[src/rtl/expr_stream_parser_if.sv]
// Handshake bundle between RX FIFO, parser and arithmetic unit.
// EXPR_SIGNED_N1_EN adds the num1 sign flag.
interface expr_stream_parser_if #(
  parameter int CHAR_WIDTH = 8,
  parameter int NUM_WIDTH  = 16,
  parameter int OP_WIDTH   = 3
);
  logic [CHAR_WIDTH-1:0] rx_data_i;
  logic                  rx_empty_i;
  logic                  rx_ren_o;
  logic [NUM_WIDTH-1:0]  num1_o;
  logic [NUM_WIDTH-1:0]  num2_o;
  logic [OP_WIDTH-1:0]   op_o;
  logic                  cmd_valid_o;
  logic                  cmd_ready_i;
  logic                  err_valid_o;
  logic [1:0]            err_code_o;
`ifdef EXPR_SIGNED_N1_EN
  logic                  num1_neg_o;
`endif

  modport slave (
    input  rx_data_i, rx_empty_i, cmd_ready_i,
`ifdef EXPR_SIGNED_N1_EN
    output num1_neg_o,
`endif
    output rx_ren_o, num1_o, num2_o, op_o,
    output cmd_valid_o, err_valid_o, err_code_o
  );

  modport master (
    output rx_data_i, rx_empty_i, cmd_ready_i,
`ifdef EXPR_SIGNED_N1_EN
    input  num1_neg_o,
`endif
    input  rx_ren_o, num1_o, num2_o, op_o,
    input  cmd_valid_o, err_valid_o, err_code_o
  );
endinterface

[src/rtl/expr_stream_parser.sv]
// Streaming "<num1><op><num2><term>" parser with error resync.
// EXPR_SIGNED_N1_EN allows a leading '-' sign on num1.
module expr_stream_parser #(
  parameter int CHAR_WIDTH = 8,
  parameter int NUM_WIDTH  = 16,
  parameter int OP_WIDTH   = 3
) (
  input logic               clk,
  input logic               rst,
  expr_stream_parser_if.slave bus
);
  localparam int W = NUM_WIDTH + 4;
  localparam logic [W-1:0] UMAX =
    W'({NUM_WIDTH{1'b1}});
`ifdef EXPR_SIGNED_N1_EN
  localparam logic [W-1:0] NEG_MAX =
    W'(1) << (NUM_WIDTH - 1);
  localparam logic [W-1:0] POS_MAX =
    NEG_MAX - W'(1);
`endif

  typedef logic [CHAR_WIDTH-1:0] ch_t;
  localparam ch_t C_PLUS  = CHAR_WIDTH'(8'h2B);
  localparam ch_t C_MINUS = CHAR_WIDTH'(8'h2D);
  localparam ch_t C_MUL   = CHAR_WIDTH'(8'h2A);
  localparam ch_t C_DIV   = CHAR_WIDTH'(8'h2F);
  localparam ch_t C_MOD   = CHAR_WIDTH'(8'h25);
  localparam ch_t C_SP    = CHAR_WIDTH'(8'h20);
  localparam ch_t C_EQ    = CHAR_WIDTH'(8'h3D);
  localparam ch_t C_CR    = CHAR_WIDTH'(8'h0D);
  localparam ch_t C_D0    = CHAR_WIDTH'(8'h30);
  localparam ch_t C_D9    = CHAR_WIDTH'(8'h39);

  typedef enum logic [1:0] {
    S_N1, S_N2, S_OUT, S_DRAIN
  } state_t;

  state_t                state_q, state_d;
  logic [NUM_WIDTH-1:0]  acc1_q, acc1_d;
  logic [NUM_WIDTH-1:0]  acc2_q, acc2_d;
  logic                  seen1_q, seen1_d;
  logic                  seen2_q, seen2_d;
  logic                  neg_q, neg_d;
  logic                  neg_out_q, neg_out_d;
  logic [OP_WIDTH-1:0]   op_q, op_d;
  logic [OP_WIDTH-1:0]   op_out_q, op_out_d;
  logic [NUM_WIDTH-1:0]  num1_q, num1_d;
  logic [NUM_WIDTH-1:0]  num2_q, num2_d;
  logic                  err_v_q, err_v_d;
  logic [1:0]            err_c_q, err_c_d;

  ch_t                   ch;
  logic                  pop;
  logic                  is_dig, is_op;
  logic                  is_sp, is_term;
  logic [OP_WIDTH-1:0]   opc;
  logic [NUM_WIDTH-1:0]  acc_sel;
  logic [W-1:0]          prod;
  logic                  ovf, ovf_err, syn_err;

  assign ch  = bus.rx_data_i;
  assign pop = !bus.rx_empty_i && (state_q != S_OUT);

  assign bus.rx_ren_o    = pop;
  assign bus.num1_o      = num1_q;
  assign bus.num2_o      = num2_q;
  assign bus.op_o        = op_out_q;
  assign bus.cmd_valid_o = (state_q == S_OUT);
  assign bus.err_valid_o = err_v_q;
  assign bus.err_code_o  = err_c_q;
`ifdef EXPR_SIGNED_N1_EN
  assign bus.num1_neg_o  = neg_out_q;
`endif

  // Classify the FIFO head character.
  always_comb begin
    is_dig  = 1'b0;
    is_op   = 1'b0;
    is_sp   = 1'b0;
    is_term = 1'b0;
    opc     = '0;
    unique case (1'b1)
      (ch >= C_D0 && ch <= C_D9): is_dig = 1'b1;
      (ch == C_PLUS): begin
        is_op = 1'b1; opc = OP_WIDTH'(0);
      end
      (ch == C_MINUS): begin
        is_op = 1'b1; opc = OP_WIDTH'(1);
      end
      (ch == C_MUL): begin
        is_op = 1'b1; opc = OP_WIDTH'(2);
      end
      (ch == C_DIV): begin
        is_op = 1'b1; opc = OP_WIDTH'(3);
      end
      (ch == C_MOD): begin
        is_op = 1'b1; opc = OP_WIDTH'(4);
      end
      (ch == C_SP): is_sp = 1'b1;
      (ch == C_EQ || ch == C_CR): is_term = 1'b1;
      default: ;
    endcase
  end

  // Decimal accumulate at widened width and bound check.
  always_comb begin
    acc_sel = (state_q == S_N1) ? acc1_q : acc2_q;
    prod = {4'b0, acc_sel} * W'(10)
         + W'(ch[3:0]);
    ovf  = prod > UMAX;
`ifdef EXPR_SIGNED_N1_EN
    if (state_q == S_N1)
      ovf = neg_q ? (prod > NEG_MAX)
                  : (prod > POS_MAX);
`endif
  end

  // Next-state, accumulate and error logic.
  always_comb begin
    state_d   = state_q;
    acc1_d    = acc1_q;
    acc2_d    = acc2_q;
    seen1_d   = seen1_q;
    seen2_d   = seen2_q;
    neg_d     = neg_q;
    neg_out_d = neg_out_q;
    op_d      = op_q;
    op_out_d  = op_out_q;
    num1_d    = num1_q;
    num2_d    = num2_q;
    err_v_d   = 1'b0;
    err_c_d   = 2'b00;
    ovf_err   = 1'b0;
    syn_err   = 1'b0;
    unique case (state_q)
      S_N1: if (pop) begin
        unique case (1'b1)
          is_sp: ;
          is_dig: begin
            if (ovf) ovf_err = 1'b1;
            else begin
              acc1_d  = prod[NUM_WIDTH-1:0];
              seen1_d = 1'b1;
            end
          end
          is_op: begin
`ifdef EXPR_SIGNED_N1_EN
            if (!seen1_q && ch == C_MINUS) begin
              syn_err = neg_q;
              neg_d   = 1'b1;
            end else
`endif
            if (seen1_q) begin
              op_d    = opc;
              state_d = S_N2;
            end else syn_err = 1'b1;
          end
          default: syn_err = 1'b1;
        endcase
      end
      S_N2: if (pop) begin
        unique case (1'b1)
          is_sp: ;
          is_dig: begin
            if (ovf) ovf_err = 1'b1;
            else begin
              acc2_d  = prod[NUM_WIDTH-1:0];
              seen2_d = 1'b1;
            end
          end
          is_term: begin
            if (seen2_q) begin
              state_d   = S_OUT;
              num1_d    = neg_q ? -acc1_q : acc1_q;
              neg_out_d = neg_q;
              num2_d    = acc2_q;
              op_out_d  = op_q;
            end else syn_err = 1'b1;
          end
          default: syn_err = 1'b1;
        endcase
      end
      S_OUT: if (bus.cmd_ready_i) begin
        acc1_d  = '0;
        acc2_d  = '0;
        seen1_d = 1'b0;
        seen2_d = 1'b0;
        neg_d   = 1'b0;
        state_d = S_N1;
      end
      S_DRAIN: if (pop && is_term)
        state_d = S_N1;
    endcase
    if (ovf_err || syn_err) begin
      err_v_d = 1'b1;
      err_c_d = ovf_err ? 2'b10 : 2'b01;
      acc1_d  = '0;
      acc2_d  = '0;
      seen1_d = 1'b0;
      seen2_d = 1'b0;
      neg_d   = 1'b0;
      state_d = is_term ? S_N1 : S_DRAIN;
    end
  end

  // State and datapath registers.
  always_ff @(posedge clk) begin
    if (rst) begin
      state_q   <= S_N1;
      acc1_q    <= '0;
      acc2_q    <= '0;
      seen1_q   <= 1'b0;
      seen2_q   <= 1'b0;
      neg_q     <= 1'b0;
      neg_out_q <= 1'b0;
      op_q      <= '0;
      op_out_q  <= '0;
      num1_q    <= '0;
      num2_q    <= '0;
      err_v_q   <= 1'b0;
      err_c_q   <= 2'b00;
    end else begin
      state_q   <= state_d;
      acc1_q    <= acc1_d;
      acc2_q    <= acc2_d;
      seen1_q   <= seen1_d;
      seen2_q   <= seen2_d;
      neg_q     <= neg_d;
      neg_out_q <= neg_out_d;
      op_q      <= op_d;
      op_out_q  <= op_out_d;
      num1_q    <= num1_d;
      num2_q    <= num2_d;
      err_v_q   <= err_v_d;
      err_c_q   <= err_c_d;
    end
  end
endmodule
[src/flat_wrapper.sv]
// flat-port wrapper written by rule: the top's interface ports become plain ports
module expr_stream_parser_flat 
#(
  parameter int CHAR_WIDTH = 8,
  parameter int NUM_WIDTH  = 16,
  parameter int OP_WIDTH   = 3
)
  (clk, rst, bus_rx_data_i, bus_rx_empty_i, bus_cmd_ready_i, bus_rx_ren_o, bus_num1_o, bus_num2_o, bus_op_o, bus_cmd_valid_o, bus_err_valid_o, bus_err_code_o);
  expr_stream_parser_if #(.CHAR_WIDTH(CHAR_WIDTH), .NUM_WIDTH(NUM_WIDTH), .OP_WIDTH(OP_WIDTH)) bus_i ();
  input logic clk;
  input logic rst;
  input wire logic [$bits(bus_i.rx_data_i)-1:0] bus_rx_data_i;
  input wire logic [$bits(bus_i.rx_empty_i)-1:0] bus_rx_empty_i;
  input wire logic [$bits(bus_i.cmd_ready_i)-1:0] bus_cmd_ready_i;
  output wire logic [$bits(bus_i.rx_ren_o)-1:0] bus_rx_ren_o;
  output wire logic [$bits(bus_i.num1_o)-1:0] bus_num1_o;
  output wire logic [$bits(bus_i.num2_o)-1:0] bus_num2_o;
  output wire logic [$bits(bus_i.op_o)-1:0] bus_op_o;
  output wire logic [$bits(bus_i.cmd_valid_o)-1:0] bus_cmd_valid_o;
  output wire logic [$bits(bus_i.err_valid_o)-1:0] bus_err_valid_o;
  output wire logic [$bits(bus_i.err_code_o)-1:0] bus_err_code_o;
  assign bus_i.rx_data_i = bus_rx_data_i;
  assign bus_i.rx_empty_i = bus_rx_empty_i;
  assign bus_i.cmd_ready_i = bus_cmd_ready_i;
  assign bus_rx_ren_o = bus_i.rx_ren_o;
  assign bus_num1_o = bus_i.num1_o;
  assign bus_num2_o = bus_i.num2_o;
  assign bus_op_o = bus_i.op_o;
  assign bus_cmd_valid_o = bus_i.cmd_valid_o;
  assign bus_err_valid_o = bus_i.err_valid_o;
  assign bus_err_code_o = bus_i.err_code_o;
  expr_stream_parser #(.CHAR_WIDTH(CHAR_WIDTH), .NUM_WIDTH(NUM_WIDTH), .OP_WIDTH(OP_WIDTH)) u_core (.clk(clk), .rst(rst), .bus(bus_i));
endmodule
[config.mk]
export PLATFORM = sky130hd
export DESIGN_NAME = expr_stream_parser_flat
export DESIGN_NICKNAME = d
export VERILOG_FILES = /design/src/rtl/expr_stream_parser_if.sv /design/src/rtl/expr_stream_parser.sv /design/src/flat_wrapper.sv
export SDC_FILE = /design/constraint.sdc
export NUM_CORES = 1
export LEC_CHECK = 0
export ABC_AREA = 0
export ABC_CLOCK_PERIOD_IN_PS = 14500
export BUFFER_PORTS_ARGS = -buffer_cell sky130_fd_sc_hd__buf_2
export CORE_MARGIN = 3
export CORE_UTILIZATION = 25
export CTS_BUF_LIST = sky130_fd_sc_hd__clkbuf_16
export CTS_CLUSTER_DIAMETER = 120
export DETAILED_ROUTE_END_ITERATION = 8
export GPL_ROUTABILITY_DRIVEN = 0
export PLACE_DENSITY = 0.53
export SETUP_SLACK_MARGIN = 0.02
export SLEW_MARGIN = 30
export SYNTH_ARGS = -nofsm -noshare
export SYNTH_HDL_FRONTEND = slang
export SYNTH_SLANG_ARGS = --single-unit
[constraint.sdc]
create_clock -name clk -period 14.5 [get_ports clk]
set_input_delay 1.45 -clock clk [delete_from_list [all_inputs] [get_ports clk]]
set_output_delay 1.45 -clock clk [all_outputs]
set_load 0.02 [all_outputs]
==> results.toml <==
[run_status]
outcome = "completed"

[yosys]
async_reset_ff_share_pct = 0
ys_warn_count = 0
synthMuxAreaShare_pct = 8.40
synth_nets = 659
synth_top_family_by_area = "simple AND/OR/NAND/NOR gates"
ys_seq_area_share_pct = 32.1
synth_edf_count = 0
synth-simple-area-share_pct = 23.9
synth.ff_latch_count = 77
synth_cells = 626
synth_fa_ha_area_share_pct = 5.79
synth_xor_area_share_pct = 7.30
synth_compound_area_share_pct = 16.9
syn-cell-area_um2 = 4800
synth.distinct_cells = 58
ys.flop_type = "dfxtp_1"
avgSynthCellArea_um2 = 7.66

[hold_path]
min_to = "u_core.bus.num2_o[1]"
min_path_type = "flop to flop"
holdPathStages = 2
hp-start = "u_core.bus.num2_o[1]"

[setup_path]
worst_setup_path_end_kind = "flop"
worstSetupPathType = "flop to flop"
required_ns = 14.77
reg2reg_slack_ns = 9.03
rr_endpoint = "u_core.acc1_q[4]"
crit_fanout = 34
startpoint_type = "flop"
rr_startpoint = "u_core.state_q[1]"
r2r_cells = 17
arrival_ns = 5.74

[global_routing]
use_met3_pct = 2.81
grt_pass1_vias = 3890
grt_max_degree = 49
grt.total_usage_pct = 12.0
antenna_found_initial = 0
top_usage_layer = "met2"
grt_pass1_wl_um = 20200
met2_usage_pct = 19.3
met1_usage_pct = 16.6
grt_remaining_overflow = 0

[route]
wirelength_um = 12500
routedWlPerCell_um = 14.1
drc_errors = 0
viasPerCell = 4.77
vias = 4214
postRouteAntennaNets = 0
initialDrtViolationCount = 159
drtPass1Iterations = 4

[power]
ir_worst_vdd_mv = 0.0550
p_leak_nw = 2.12
power.density_nw_per_um2 = 85.5

[clock_network]
clk_latency_ns = 0.34
ctsResizeCount = 0
cts_tree = "done"
numCtsBuffers = 9
cts-root-buf = "clkbuf_16"
post_cts_buffers = 0
htree_num_levels = 3
clk_path_buf_depth = 2
path_clk_slew_ns = 0.06
cts.sinks = 77
ctsHoldBuffers = 0

[timing]
fmax_mhz = 183
worst-slew-pin-transition_ns = 0.921
hold_viol = 0
final.setup.tns_ns = 0
setup_viol = 0
rsz0062_at_grt = "no"
setup_slack_ns = 9.03
post-route-min-period_ns = 5.47
maxSlewViolCount = 0
finalCritPeriodShare_pct = 37.7
finClkSkew_ns = 0.00631
worst_slew_margin_rel_pct = 38.4

[floorplan]
core_area_um2 = 18800
fp.dieW_um = 145
die_y_um = 145
initial_core_util_pct = 25.6
ios = 52
row_count = 50
die_area_um2 = 20900

[placement]
dp.cells = 866
dp_slack_ns = 8.79
port_buffers = 51
post-dp-hpwl_um = 9090

[finish]
fillCellCount = 2065
diodes = 0
register_area_um2 = 1540
nets = 677
layout_commonest_cell = "nand2_1"
layout_common_cells = "136 x nand2_1, 77 x dfxtp_1, 60 x a21oi_1"
final_cell_count_no_fill = 883
syn_to_final_growth_pct = 14.5
multi_input_area_um2 = 3000
drive_gt1_share_pct = 15.7

[flow_run]
cap_violations = 0
[sequential cells by signal, indices dropped and copies added, names as in the netlist]
name                    cells
u_core.state_q              2
u_core.bus.err_valid_o      1
u_core.bus.num2_o          16
u_core.bus.op_o             3
u_core.acc1_q              16
u_core.acc2_q              16
u_core.bus.num1_o          16
u_core.seen1_q              1
u_core.bus.err_code_o       2
u_core.seen2_q              1
u_core.op_q                 3
[cell families (layout without fill, tap and decap cells)]
family,after synthesis,after routing
compound gates,129,129
mux,37,37
simple gates,258,258
xor+xnor,40,40
flops,77,77
buf+inv,64,87
fa+ha+maj,21,21
[layer usage]
layer | vias to the layer above | routed length (um)
met2 | 70 | 5630
met3 | 7 | 675
met1 | 1963 | 6090
met5 | - | 0
met4 | 0 | 72
li1 | 2174 | -
[critical path, stage by stage, from the launching register on]
cell	delay [ns]
dfxtp_1	0.39
nor2_4	0.39
buf_16	0.23
mux2i_1	0.31
inv_1	0.08
ha_1	0.30
ha_1	0.22
fa_1	0.40
a21o_1	0.20
a221o_1	0.38
o2bb2ai_1	0.16
or2_4	0.26
nor4_4	0.34
and4_1	0.28
o21ai_4	0.13
nor3_4	0.79
mux2_2	0.43
nor2_1	0.08
[worst max-delay path by stage]
stage	start	to	slack, ns	depth (start not counted)
after CTS	u_core.state_q[1]	u_core.acc1_q[4]	8.75	16
final	u_core.state_q[1]	u_core.acc1_q[4]	9.03	17
after detailed placement	u_core.state_q[1]	u_core.acc1_q[4]	8.79	16
after floorplan	u_core.state_q[1]	u_core.acc1_q[13]	9.41	19
after global routing	u_core.state_q[1]	u_core.acc1_q[4]	8.56	17
after global placement	u_core.state_q[1]	u_core.acc1_q[9]	8.89	16
[cell usage after synthesis, drive strengths merged, types with 4 or more instances]
cell    instances  share of area (%)
mux2           26                6.1
ha             19                5.0
nor3           10                1.3
xnor2          23                4.2
dfxtp          77                 32
nand4           4               0.52
nor2           56                4.4
nand2         137                 11
nor4            4               0.83
nor2b           5               0.65
clkbuf         39                3.1
buf             9                1.3
mux2i          11                2.3
o211ai          8                1.4
xor2           17                3.1
nand3          18                1.9
a21oi          60                6.3
a21o            6               0.94
nand3b          4               0.63
inv            16                1.3
o21ai          27                3.1
[final cells by class]
cell class                      count  share of cell area (%)
Timing Repair Buffer               55                    5.56
Multi-Input combinational cell    485                    54.6
Tap cell                          234                    5.33
Clock inverter                      7                    1.21
Inverter                           16                    1.09
Clock buffer                        9                    4.10
Sequential cell                    77                    28.1
[per-stage QoR]
stage | hold slack (ns) | total power, W | utilization (%) | area (um2)
finish | 0.449 | 0.000470 | 29.3 | 5490
global route | 0.468 | 0.000488 | 29.3 | 5490
CTS | 0.453 | 0.000472 | 29.1 | 5470
detailed placement | 0.444 | 0.000248 | 27.6 | 5170
global placement | 0.441 | 0.000248 | 27.6 | 5170
floorplan | 0.431 | 0.000240 | - | 4800
[power by group]
part	total, W	switching [W]	internal, W	leakage (nW)
sequential	0.000214	0.00000153	0.000213	0.621
clock	0.000223	0.0000910	0.000132	0.141
combinational	0.0000322	0.0000221	0.0000101	1.36
total	0.000470	0.000115	0.000355	2.12
Power figures use the tool's default switching activity.
